`src/rtl/tipi_link_master.sv`:
```
// rtl/tipi_link_master.sv - FPGA-side master for the TIPI serial register link
// Drives r_clk/r_cd/r_rt/r_le/r_dout toward the TIPI register block and shifts r_din in.
module tipi_link_master #(
  parameter int CLK_DIV = 4
) (
  input  logic       clk,
  input  logic       reset_n,
  input  logic       req_valid,
  output logic       req_ready,
  input  logic       req_write,
  input  logic       req_ctrl,
  input  logic [7:0] req_wdata,
  output logic       rsp_valid,
  output logic [7:0] rsp_rdata,
  output logic       rsp_abort,
  output logic       busy,
  output logic       r_clk,
  output logic       r_cd,
  output logic       r_rt,
  output logic       r_le,
  output logic       r_dout,
  input  logic       r_din,
  input  logic       r_reset
);

  localparam int DW = $clog2(CLK_DIV);
  localparam logic [DW-1:0] DIV_LAST = DW'(CLK_DIV - 1);

  typedef enum logic [2:0] {IDLE, SETUP, PULSE_HI, PULSE_LO, DONE} state_t;

  state_t          state;
  logic [DW-1:0]   div_cnt;
  logic [3:0]      bit_cnt;
  logic            wr_q;
  logic [7:0]      shreg;
  logic [7:0]      sh_next;
  logic            phase_end;
  logic            in_link;

  // shreg holds the remaining write bits (MSB next) or the read bits gathered so far
  assign sh_next   = {shreg[6:0], r_din};
  assign phase_end = (div_cnt == DIV_LAST);
  assign in_link   = (state == SETUP) || (state == PULSE_HI) || (state == PULSE_LO);
  assign req_ready = (state == IDLE) && r_reset;
  assign busy      = (state != IDLE);

  always_ff @(posedge clk or negedge reset_n) begin
    if (!reset_n) begin
      state     <= IDLE;
      div_cnt   <= '0;
      bit_cnt   <= 4'd0;
      wr_q      <= 1'b0;
      shreg     <= 8'd0;
      rsp_valid <= 1'b0;
      rsp_rdata <= 8'd0;
      rsp_abort <= 1'b0;
      r_clk     <= 1'b0;
      r_cd      <= 1'b0;
      r_rt      <= 1'b0;
      r_le      <= 1'b0;
      r_dout    <= 1'b0;
    end else begin
      rsp_valid <= 1'b0;
      if (in_link) begin
        div_cnt <= phase_end ? '0 : div_cnt + DW'(1);
      end
      if (in_link && !r_reset) begin
        // link reset from the register block: stop immediately, even mid-high phase
        state     <= DONE;
        rsp_valid <= 1'b1;
        rsp_abort <= 1'b1;
        rsp_rdata <= 8'd0;
        r_clk     <= 1'b0;
        r_cd      <= 1'b0;
        r_rt      <= 1'b0;
        r_le      <= 1'b0;
        r_dout    <= 1'b0;
      end else begin
        case (state)
          IDLE: begin
            if (req_valid && r_reset) begin
              state   <= SETUP;
              div_cnt <= '0;
              bit_cnt <= 4'd0;
              wr_q    <= req_write;
              shreg   <= {req_wdata[6:0], 1'b0};
              r_rt    <= ~req_write;
              r_cd    <= ~req_ctrl;
              r_le    <= ~req_write;
              r_dout  <= req_write & req_wdata[7];
            end
          end
          SETUP: begin
            if (phase_end) begin
              state <= PULSE_HI;
              r_clk <= 1'b1;
            end
          end
          PULSE_HI: begin
            if (phase_end) begin
              state <= PULSE_LO;
              r_clk <= 1'b0;
              if (!wr_q) begin
                r_le <= 1'b0;
              end else if (bit_cnt < 4'd7) begin
                r_dout <= shreg[7];
                shreg  <= {shreg[6:0], 1'b0};
              end else if (bit_cnt == 4'd7) begin
                r_le   <= 1'b1;
                r_dout <= 1'b0;
              end
            end
          end
          PULSE_LO: begin
            if (phase_end) begin
              // r_din lags one pulse, so the bit loaded by pulse k is sampled here
              if (!wr_q && bit_cnt != 4'd0) begin
                shreg <= sh_next;
              end
              if (bit_cnt == 4'd8) begin
                state     <= DONE;
                rsp_valid <= 1'b1;
                rsp_abort <= 1'b0;
                rsp_rdata <= wr_q ? 8'd0 : sh_next;
                r_cd      <= 1'b0;
                r_rt      <= 1'b0;
                r_le      <= 1'b0;
                r_dout    <= 1'b0;
              end else begin
                bit_cnt <= bit_cnt + 4'd1;
                state   <= PULSE_HI;
                r_clk   <= 1'b1;
              end
            end
          end
          DONE: begin
            state     <= IDLE;
            rsp_abort <= 1'b0;
            rsp_rdata <= 8'd0;
          end
          default: state <= IDLE;
        endcase
      end
    end
  end

endmodule

```
`config.mk`:
```
export PLATFORM = sky130hd
export DESIGN_NAME = tipi_link_master
export DESIGN_NICKNAME = d
export VERILOG_FILES = /design/src/rtl/tipi_link_master.sv
export SDC_FILE = /design/constraint.sdc
export NUM_CORES = 1
export LEC_CHECK = 0
export CAP_MARGIN = 15
export CORE_ASPECT_RATIO = 0.8
export CORE_UTILIZATION = 59
export CTS_BUF_LIST = sky130_fd_sc_hd__clkbuf_4
export DETAILED_ROUTE_END_ITERATION = 6
export GPL_TIMING_DRIVEN = 1
export HOLD_SLACK_MARGIN = 0.15
export PLACE_DENSITY = 0.95
export SYNTH_ARGS = -nofsm -noshare
export SYNTH_HDL_FRONTEND = slang
export SYNTH_SLANG_ARGS = --single-unit
```
`constraint.sdc`:
```
create_clock -name clk -period 5.1 [get_ports clk]
set_input_delay 1.02 -clock clk [delete_from_list [all_inputs] [get_ports clk]]
set_output_delay 1.02 -clock clk [all_outputs]
set_load 0.02 [all_outputs]
```
==> reports/metrics.yaml <==
netlist.area_leader.share: 0.4380
track_usage: 0.2872
hold_ws_ps: 486.9
critPathMaxFanout: 16
syn_nets: 198
layout_setup_ws_ps: 938.4
cp.required_ps: 4080
overflow: 0
firstDrtPassIters: 4
dp_hpwl_mm: 3.154
rsz0062_at_grt: "no"
diodes: 0
vdd_drop_max_v: 0.0002779
powerDensity_mw_per_mm2: 357.1
drive_gt1_frac: 0.1557
period_minus_slack_ps: 4162
die_w_um: 65.21
synth.cell_area_mm2: 0.001886
synthTopCellsByCount: "33 x dfrtp_1, 30 x nand2_1, 9 x a22o_1, 9 x o21ai_0, 8 x inv_1"
max_slew_margin: 0.5373
yosysSeqAreaShare: 0.4380
cts_resized: 0
hp-start: "rsp_abort$_DFFE_PN0P_"
yosys.cell_count.top_type: "dfrtp_1"
final_util: 0.7850
finalCritPeriodShare: 0.8160
dpl_worst_slack_ps: 983.5
grt_antenna_before_repair: 0
arrival_ps: 3140
postCtsHoldBufs: 0
p_leak_nw: 1.000
dieArea_mm2: 0.003428
status: "finished clean"
end_kind: "output port"
max_freq_mhz: 240.3
die_h_um: 52.57
drtAntennaViolNets: 0
drt_iter0_markers: 100
whs_endpoint: "rsp_abort$_DFFE_PN0P_"
grt_pass1_vias: 1435
io_pins: 32
start_util: 0.6518
synth_top_flop_cell: "dfrtp_1"
clk_pin_slew_worst_paths_ps: 100
final.setup.tns_ps: 0
core-area_mm2: 0.002893
r2r_setup_slack_ps: 3050
cts_buffer_depth: 2
viasPerCell: 6.148
numCtsBuffers: 5
io_buffers: 31
holdPathStages: 1
grt_start_max_net_pins: 34
wirelength_mm: 4.313
ys_warn_count: 0
synthToLayoutAreaGrowth_pct: 20.44
rows: 17
synth-seq-cells: 33
cts_setup_buffers: 0
cts.sinks: 33
maxSlewViolCount: 0
vias: 1537
netlist_instances: 180
reg2reg_to: "rsp_rdata[7]$_DFFE_PN0P_"
drc: 0
reg2regPathDepth: 4
grt_pass1_wl_mm: 7.127
syn_area_per_cell_um2: 10.48
final.setup_skew_ps: 18.35
synth_area_leaders: "dfrtp_1 44%, nand2_1 6.0%, mux2_4 5.6%"
drv_cap: 0
tightest_slew_ps: 692.6
hold_viol: 0
root_buffer: "clkbuf_4"
synth_edf_count: 0
h-tree-depth: 2
finalNetCount: 229
cts_tree: "yes"
reg2reg_from: "state[0]$_DFFE_PN0P_"
synthArstFlopShare: 1.000
setup_viol: 0
place_congestion: 0.8988
yosysTopAreaCell: "dfrtp_1"
clk_latency_ps: 330
yosys.cell_types.count: 51
post_drt_wl_per_cell_um: 17.25
hp-class: "register to register"
crit_path_start_kind: "primary input"
crit_type: "primary input to output port"
layout by cell type (no fill, tap or decap), types with 6 or more instances in the layout:
cell type / instances
o21ai_0: 9
mux2_4: 7
clkbuf_4: 6
a22o_1: 9
nand2_1: 30
dfrtp_1: 33
clkdlybuf4s50_1: 31
inv_1: 8
a21oi_1: 7
layer usage:
layer	vias up	part of all wire	GRT usage
met4	0	0.010	0.09420
met2	63	0.46	0.4330
li1	718	-	-
met5	-	0	0
met3	7	0.069	0.07391
met1	749	0.46	0.4031
sequential cells by signal, indices dropped and copies added, names as in the netlist:
register / count
r_le: 1
wr_q: 1
bit_cnt: 4
shreg: 8
r_clk: 1
r_cd: 1
rsp_abort: 1
div_cnt: 2
rsp_rdata: 8
state: 3
r_rt: 1
r_dout: 1
rsp_valid: 1
area by class of cell:
type,instances,area [um2]
multi-input combinational,131,970.9
inverter,8,30.03
timing repair buffer,32,317.8
fill,201,621.8
clock buffer,6,45.04
tap,38,47.55
clock inverter,2,33.78
sequential,33,825.8
logic make-up (layout without fill, tap and decap cells):
family | after synthesis | after routing | share of synthesized area
simple gates | 70 | 70 | 0.2190
flops | 33 | 33 | 0.4380
mux | 14 | 14 | 0.09555
buf+inv | 16 | 48 | 0.04711
fa+ha+maj | 3 | 3 | 0.01991
compound gates | 44 | 44 | 0.1805
power by group:
part	internal [mW]	switching, mW
Combinational	0.132	0.123
Clock	0.107	0.0843
Sequential	0.314	0.0499
worst max path at each step:
stage	endpoint	cells after the start	slack, ps	start
5_1_grt	req_ready	5	830	r_reset
3_3_place_gp	req_ready	5	1050	r_reset
6_report	req_ready	5	940	r_reset
2_1_floorplan	req_ready	3	2230	r_reset
3_5_place_dp	req_ready	5	980	r_reset
4_1_cts	req_ready	5	980	r_reset
through the flow:
step / instance area (um2) / total power, mW / cells
2_1_floorplan: 1886 / 0.5233 / 180
3_3_place_gp: 2192 / 0.6082 / 242
3_5_place_dp: 2192 / 0.6210 / 242
4_1_cts: 2271 / 0.8105 / 250
5_1_grt: 2271 / 0.8514 / 250
6_report: 2271 / 0.8110 / 250
critical path, stage by stage:
cell and delay [ps]:
clkdlybuf4s50_1 810, nor2b_1 410, inv_1 130, nor3_1 140, clkdlybuf4s50_1 620
Power figures use the tool's default switching activity.
